### src/rtl/reset_seq_ctrl_if.sv
// Reset sequencer bus: software restart request, per-domain acks in,
// per-domain resets and status flags out. The slave modport is the sequencer.
interface reset_seq_ctrl_if #(
  parameter int NUM_DOM = 4
);
  logic               sw_req_i;
  logic [NUM_DOM-1:0] ack_i;
  logic [NUM_DOM-1:0] rst_o;
  logic               ready_o;
  logic               err_o;

  modport master (
    output sw_req_i, ack_i,
    input  rst_o, ready_o, err_o
  );

  modport slave (
    input  sw_req_i, ack_i,
    output rst_o, ready_o, err_o
  );
endinterface

### src/rtl/reset_seq_ctrl.sv
// Reset sequencer: holds NUM_DOM reset domains in reset for MIN_WIDTH edges
// after the master reset drops, then releases them one by one from bit 0
// upward, GAP edges apart. A pulse on sw_req_i while running restarts the
// sequence. Optional feature macro: RST_SEQ_ACK_EN -- each release also waits
// for the previous domain's ack, with an ACK_TIMEOUT watchdog driving err_o.
// All outputs come straight from registers.
module reset_seq_ctrl #(
  parameter int NUM_DOM     = 4,
  parameter int MIN_WIDTH   = 4,
  parameter int GAP         = 2,
  parameter int ACK_TIMEOUT = 16
) (
  input  logic            clk,
  input  logic            rst_i,
  reset_seq_ctrl_if.slave bus
);

  // Counter only needs to reach the largest threshold; it saturates there.
  localparam int MAX_AB  = (MIN_WIDTH > GAP) ? MIN_WIDTH : GAP;
  localparam int CNT_MAX = (MAX_AB > ACK_TIMEOUT) ? MAX_AB : ACK_TIMEOUT;
  localparam int CW      = $clog2(CNT_MAX + 1);
  localparam int IW      = $clog2(NUM_DOM);

  typedef enum logic [1:0] {ASSERT, HOLD, RELEASE, RUN} state_t;

  state_t             state_q, state_d;
  logic [CW-1:0]      cnt_q, cnt_d;     // edges already counted in this phase
  logic [IW-1:0]      idx_q, idx_d;     // most recently released domain
  logic [NUM_DOM-1:0] rst_q, rst_d;
  logic               ready_q, ready_d;
  logic               err_q, err_d;
  logic [CW-1:0]      cnt_inc;
  logic               gap_met;

`ifdef RST_SEQ_ACK_EN
  logic ack_seen_q, ack_seen_d;
  logic ack_now;
  logic timeout;
`else
  logic unused_ack;
  assign unused_ack = ^bus.ack_i;
`endif

  assign cnt_inc = (cnt_q == CW'(CNT_MAX)) ? cnt_q : cnt_q + CW'(1);
  // The edge being evaluated is edge cnt_q+1 of the current phase.
  assign gap_met = (int'(cnt_q) + 1 >= GAP);

  // Next-state and output logic; defaults hold every register.
  always_comb begin
    state_d = state_q;
    cnt_d   = cnt_q;
    idx_d   = idx_q;
    rst_d   = rst_q;
    ready_d = ready_q;
    err_d   = err_q;
`ifdef RST_SEQ_ACK_EN
    ack_seen_d = ack_seen_q;
    ack_now    = bus.ack_i[idx_q];
    timeout    = 1'b0;
`endif
    case (state_q)
      // ASSERT with rst_i low is edge 1 of the hold phase (cnt_q is 0 there).
      ASSERT, HOLD: begin
        if (int'(cnt_q) + 1 >= MIN_WIDTH) begin
          state_d = RELEASE;
          rst_d   = rst_q << 1;
          idx_d   = '0;
          cnt_d   = '0;
`ifdef RST_SEQ_ACK_EN
          ack_seen_d = 1'b0;
`endif
        end else begin
          state_d = HOLD;
          cnt_d   = cnt_inc;
        end
      end
      RELEASE: begin
`ifdef RST_SEQ_ACK_EN
        // Ack is registered first, so the release lands one edge after it.
        timeout    = !ack_seen_q && !ack_now && (int'(cnt_q) + 1 >= ACK_TIMEOUT);
        ack_seen_d = ack_seen_q | ack_now | timeout;
        if (timeout) err_d = 1'b1;
        if (gap_met && ack_seen_q) begin
          cnt_d      = '0;
          ack_seen_d = 1'b0;
          if (idx_q == IW'(NUM_DOM - 1)) begin
            state_d = RUN;
            ready_d = 1'b1;
          end else begin
            rst_d = rst_q << 1;
            idx_d = idx_q + IW'(1);
          end
        end else begin
          cnt_d = cnt_inc;
        end
`else
        if (gap_met) begin
          rst_d = rst_q << 1;
          cnt_d = '0;
          if (idx_q == IW'(NUM_DOM - 2)) begin
            state_d = RUN;
            ready_d = 1'b1;
          end else begin
            idx_d = idx_q + IW'(1);
          end
        end else begin
          cnt_d = cnt_inc;
        end
`endif
      end
      RUN: begin
        // Software restart skips ASSERT; the next edge counts as hold edge 1.
        if (bus.sw_req_i) begin
          state_d = HOLD;
          cnt_d   = '0;
          idx_d   = '0;
          rst_d   = '1;
          ready_d = 1'b0;
          err_d   = 1'b0;
`ifdef RST_SEQ_ACK_EN
          ack_seen_d = 1'b0;
`endif
        end
      end
      default: state_d = ASSERT;
    endcase
  end

  // State and output registers; master reset overrides everything, sw_req_i included.
  always_ff @(posedge clk) begin
    if (rst_i) begin
      state_q <= ASSERT;
      cnt_q   <= '0;
      idx_q   <= '0;
      rst_q   <= '1;
      ready_q <= 1'b0;
      err_q   <= 1'b0;
`ifdef RST_SEQ_ACK_EN
      ack_seen_q <= 1'b0;
`endif
    end else begin
      state_q <= state_d;
      cnt_q   <= cnt_d;
      idx_q   <= idx_d;
      rst_q   <= rst_d;
      ready_q <= ready_d;
      err_q   <= err_d;
`ifdef RST_SEQ_ACK_EN
      ack_seen_q <= ack_seen_d;
`endif
    end
  end

  assign bus.rst_o   = rst_q;
  assign bus.ready_o = ready_q;
  assign bus.err_o   = err_q;

endmodule

### src/flat_wrapper.sv
// flat-port wrapper written by rule: the top's interface ports become plain ports
module reset_seq_ctrl_flat 
#(
  parameter int NUM_DOM     = 4,
  parameter int MIN_WIDTH   = 4,
  parameter int GAP         = 2,
  parameter int ACK_TIMEOUT = 16
)
  (clk, rst_i, bus_sw_req_i, bus_ack_i, bus_rst_o, bus_ready_o, bus_err_o);
  reset_seq_ctrl_if #(.NUM_DOM(NUM_DOM)) bus_i ();
  input  logic clk;
  input  logic rst_i;
  input wire logic [$bits(bus_i.sw_req_i)-1:0] bus_sw_req_i;
  input wire logic [$bits(bus_i.ack_i)-1:0] bus_ack_i;
  output wire logic [$bits(bus_i.rst_o)-1:0] bus_rst_o;
  output wire logic [$bits(bus_i.ready_o)-1:0] bus_ready_o;
  output wire logic [$bits(bus_i.err_o)-1:0] bus_err_o;
  assign bus_i.sw_req_i = bus_sw_req_i;
  assign bus_i.ack_i = bus_ack_i;
  assign bus_rst_o = bus_i.rst_o;
  assign bus_ready_o = bus_i.ready_o;
  assign bus_err_o = bus_i.err_o;
  reset_seq_ctrl #(.NUM_DOM(NUM_DOM), .MIN_WIDTH(MIN_WIDTH), .GAP(GAP), .ACK_TIMEOUT(ACK_TIMEOUT)) u_core (.clk(clk), .rst_i(rst_i), .bus(bus_i));
endmodule
### config.mk
export PLATFORM = sky130hd
export DESIGN_NAME = reset_seq_ctrl_flat
export DESIGN_NICKNAME = d
export VERILOG_FILES = /design/src/rtl/reset_seq_ctrl_if.sv /design/src/rtl/reset_seq_ctrl.sv /design/src/flat_wrapper.sv
export SDC_FILE = /design/constraint.sdc
export NUM_CORES = 1
export LEC_CHECK = 0
export CAP_MARGIN = 20
export CORE_MARGIN = 5
export CORE_UTILIZATION = 54
export CTS_BUF_LIST = sky130_fd_sc_hd__clkbuf_16
export DETAILED_ROUTE_END_ITERATION = 8
export HOLD_SLACK_MARGIN = 0.03
export PLACE_DENSITY = 0.91
export REMOVE_ABC_BUFFERS = 1
export SLEW_MARGIN = 20
export SYNTH_ARGS = -nofsm -noshare
export SYNTH_HDL_FRONTEND = slang
export SYNTH_SLANG_ARGS = --single-unit
### constraint.sdc
create_clock -name clk -period 2.5 [get_ports clk]
set_clock_uncertainty 0.15 [all_clocks]
set_input_delay 0.625 -clock clk [delete_from_list [all_inputs] [get_ports clk]]
set_output_delay 0.625 -clock clk [all_outputs]
set_load 0.03 [all_outputs]
==> key figures <==
Outcome
  • Outcome: completed

Detailed routing
  • WL final: 1390 um
  • Detailed-route wire length per cell: 13.9 um
  • Vias/cell: 5.55
  • 1st-iter DRT viols: 12
  • 1st-pass router iterations: 4
  • Residual DRC: 0
  • Final ANT Viol Nets: 0
  • Vias: 555

Global route
  • Antenna violations before repair: 0
  • Largest net degree at the start of global routing: 9
  • First-pass GRT wire length: 2410 um
  • GRT Total Usage: 15.4%
  • GR Overflow Total: 0
  • Vias in the first global route: 535

STA
  • Fin crit share: 81.6%
  • Fin crit period: 2.04 ns
  • Setup TNS after final layout: 0 ns
  • Final Max Tran Viols: 0
  • RSZ-0062 raised after global routing: false
  • Max Clock Freq: 490 MHz
  • Hold_ws: 0.329 ns
  • Final Setup Violations: 0
  • Final Hold Vio Count: 0

Setup path
  • CP max stage delay: 0.68 ns
  • WP buf/inv: 1
  • Crit path max-delay family: buffers and inverters
  • CP max stage cell: clkdlybuf4s50_1
  • Worst-path maximum fanout: 3
  • Critical Path RT: 1.73 ns
  • Arr. time, crit path: 1.26 ns
  • Worst Path Class, Setup: flop to primary output
  • Critical Path Start Type: flop
  • Critical path capture point type: primary output
  • Cells along the critical path: clkdlybuf4s50_1

Die
  • Initial core utilization: 57.8%
  • Core area: 1300 um^2
  • Die Area: 2240 um^2
  • Die Span X: 47.3 um
  • Rows: 13
  • Die height: 47.3 um
  • IO Pins: 13

Clock network
  • Post-CTS Setup Inserts: 0
  • CTS Root Cell: clkbuf_16
  • Worst-path clk slew: 0.05 ns
  • Num Clock Sinks: 14
  • CTS tree: yes
  • Clk_lat worst skew: 0.24 ns
  • Cts-stage hold buffer count: 0
  • Clock H-tree levels: 1
  • TritonCTS buffer count: 3
  • Maximum clock path buffer count: 2
  • # resized after CTS: 0

Power
  • PwrDens: 910 nW/um^2
  • VDD IR max: 0.472 mV
  • Leak pwr: 0.345 nW
  • Total power: 0.000813 W

Cells and area
  • N_diodes: 0
  • Layout Nets: 97
  • Share of cells above drive strength 1: 20.0%
  • Commonest non-fill, non-tap cell in the layout: dfxtp_1
  • Most frequent cells in the layout: 14 x dfxtp_1, 7 x nor2_1, 7 x clkdlybuf4s50_1
  • Area growth syn-to-layout: 18.8%

Placed design
  • Final Wtd Congestion: 0.748
  • # port buffers: 7
  • HPWL Detailed: 1030 um

Run
  • Max cap viols: 0

Synth
  • Warnings from Yosys: 0
  • Asr flop ratio synth: 0%
  • Synth cell types: 37
  • Seq cells post-synth: 14
  • Syn avg cell area: 9.77 um^2
  • Number of synthesized flops with an enable pin: 0
  • Sequential share of the synthesized area: 37.3%
  • Mapped Area: 752 um^2
  • Synth Flop Type: dfxtp_1
  • Synth Instances: 77

Worst hold path
  • HP Class: flop to flop
[per-layer routing]
layer	share of wire (%)	GRT usage, %	up-vias
met5	0	0	-
met4	0	4.97	0
met3	4.6	4.60	0
met2	49	24.9	13
met1	46	19.5	261
li1	-	-	281
[registers in the layout (all words and copies together) (netlist names)]
register            flops
u_core.bus.rst_o        4
u_core.state_q          2
u_core.idx_q            2
u_core.bus.ready_o      1
u_core.cnt_q            5
[layout make-up]
cell class | count | area, um^2
sequential | 14 | 280
clock buffer | 3 | 75.1
tap | 15 | 18.8
timing repair buffer | 8 | 77.6
multi-input combinational | 53 | 415
inverter | 6 | 22.5
fill | 91 | 408
clock inverter | 1 | 3.75
[final timing paths]
check | start | to | slack [ns] | depth (start not counted)
min | u_core.bus.rst_o[0] | u_core.bus.rst_o[0] | 0.33 | 2
max | u_core.bus.rst_o[0] | bus_rst_o[0] | 0.46 | 1
min reg2reg | u_core.bus.rst_o[0] | u_core.bus.rst_o[0] | 0.33 | 2
max reg2reg | u_core.cnt_q[0] | u_core.bus.rst_o[1] | 0.54 | 6
[cells in the mapped netlist, drive strengths merged (3+ instances only)]
| library cell | n | area (um^2) |
|---|---|---|
| mux2i | 3 | 30.0 |
| buf | 3 | 30.0 |
| ha | 4 | 50.1 |
| nor3 | 5 | 40.0 |
| nor2 | 8 | 37.5 |
| inv | 6 | 22.5 |
| a21oi | 4 | 23.8 |
| dfxtp | 14 | 280 |
[power by group]
part,internal (W),switching (W)
logic,0.0000911,0.000130
clock network,0.000212,0.0000928
registers,0.000253,0.0000346
total,0.000556,0.000258
[cells by family after synthesis]
logic type / after synthesis / share of synthesized area (%)
xor+xnor: 2 / 2.33
other cells: 1 / 0.499
compound gates: 19 / 20.8
fa+ha+maj: 4 / 6.66
buf+inv: 10 / 7.49
mux: 3 / 3.99
flops: 14 / 37.3
simple gates: 24 / 21.0
[stage by stage]
| step | instances | cell area, um^2 | util (%) | setup slack [ns] |
|---|---|---|---|---|
| final | 100 | 893 | 68.7 | 0.461 |
| after global routing | 100 | 893 | 68.7 | 0.409 |
| after CTS | 100 | 893 | 68.7 | 0.453 |
| after detailed placement | 96 | 815 | 62.6 | 0.299 |
| after global placement | 96 | 815 | 62.6 | 0.357 |
| after floorplan | 73 | 718 | - | 0.750 |
Power figures use the tool's default switching activity.
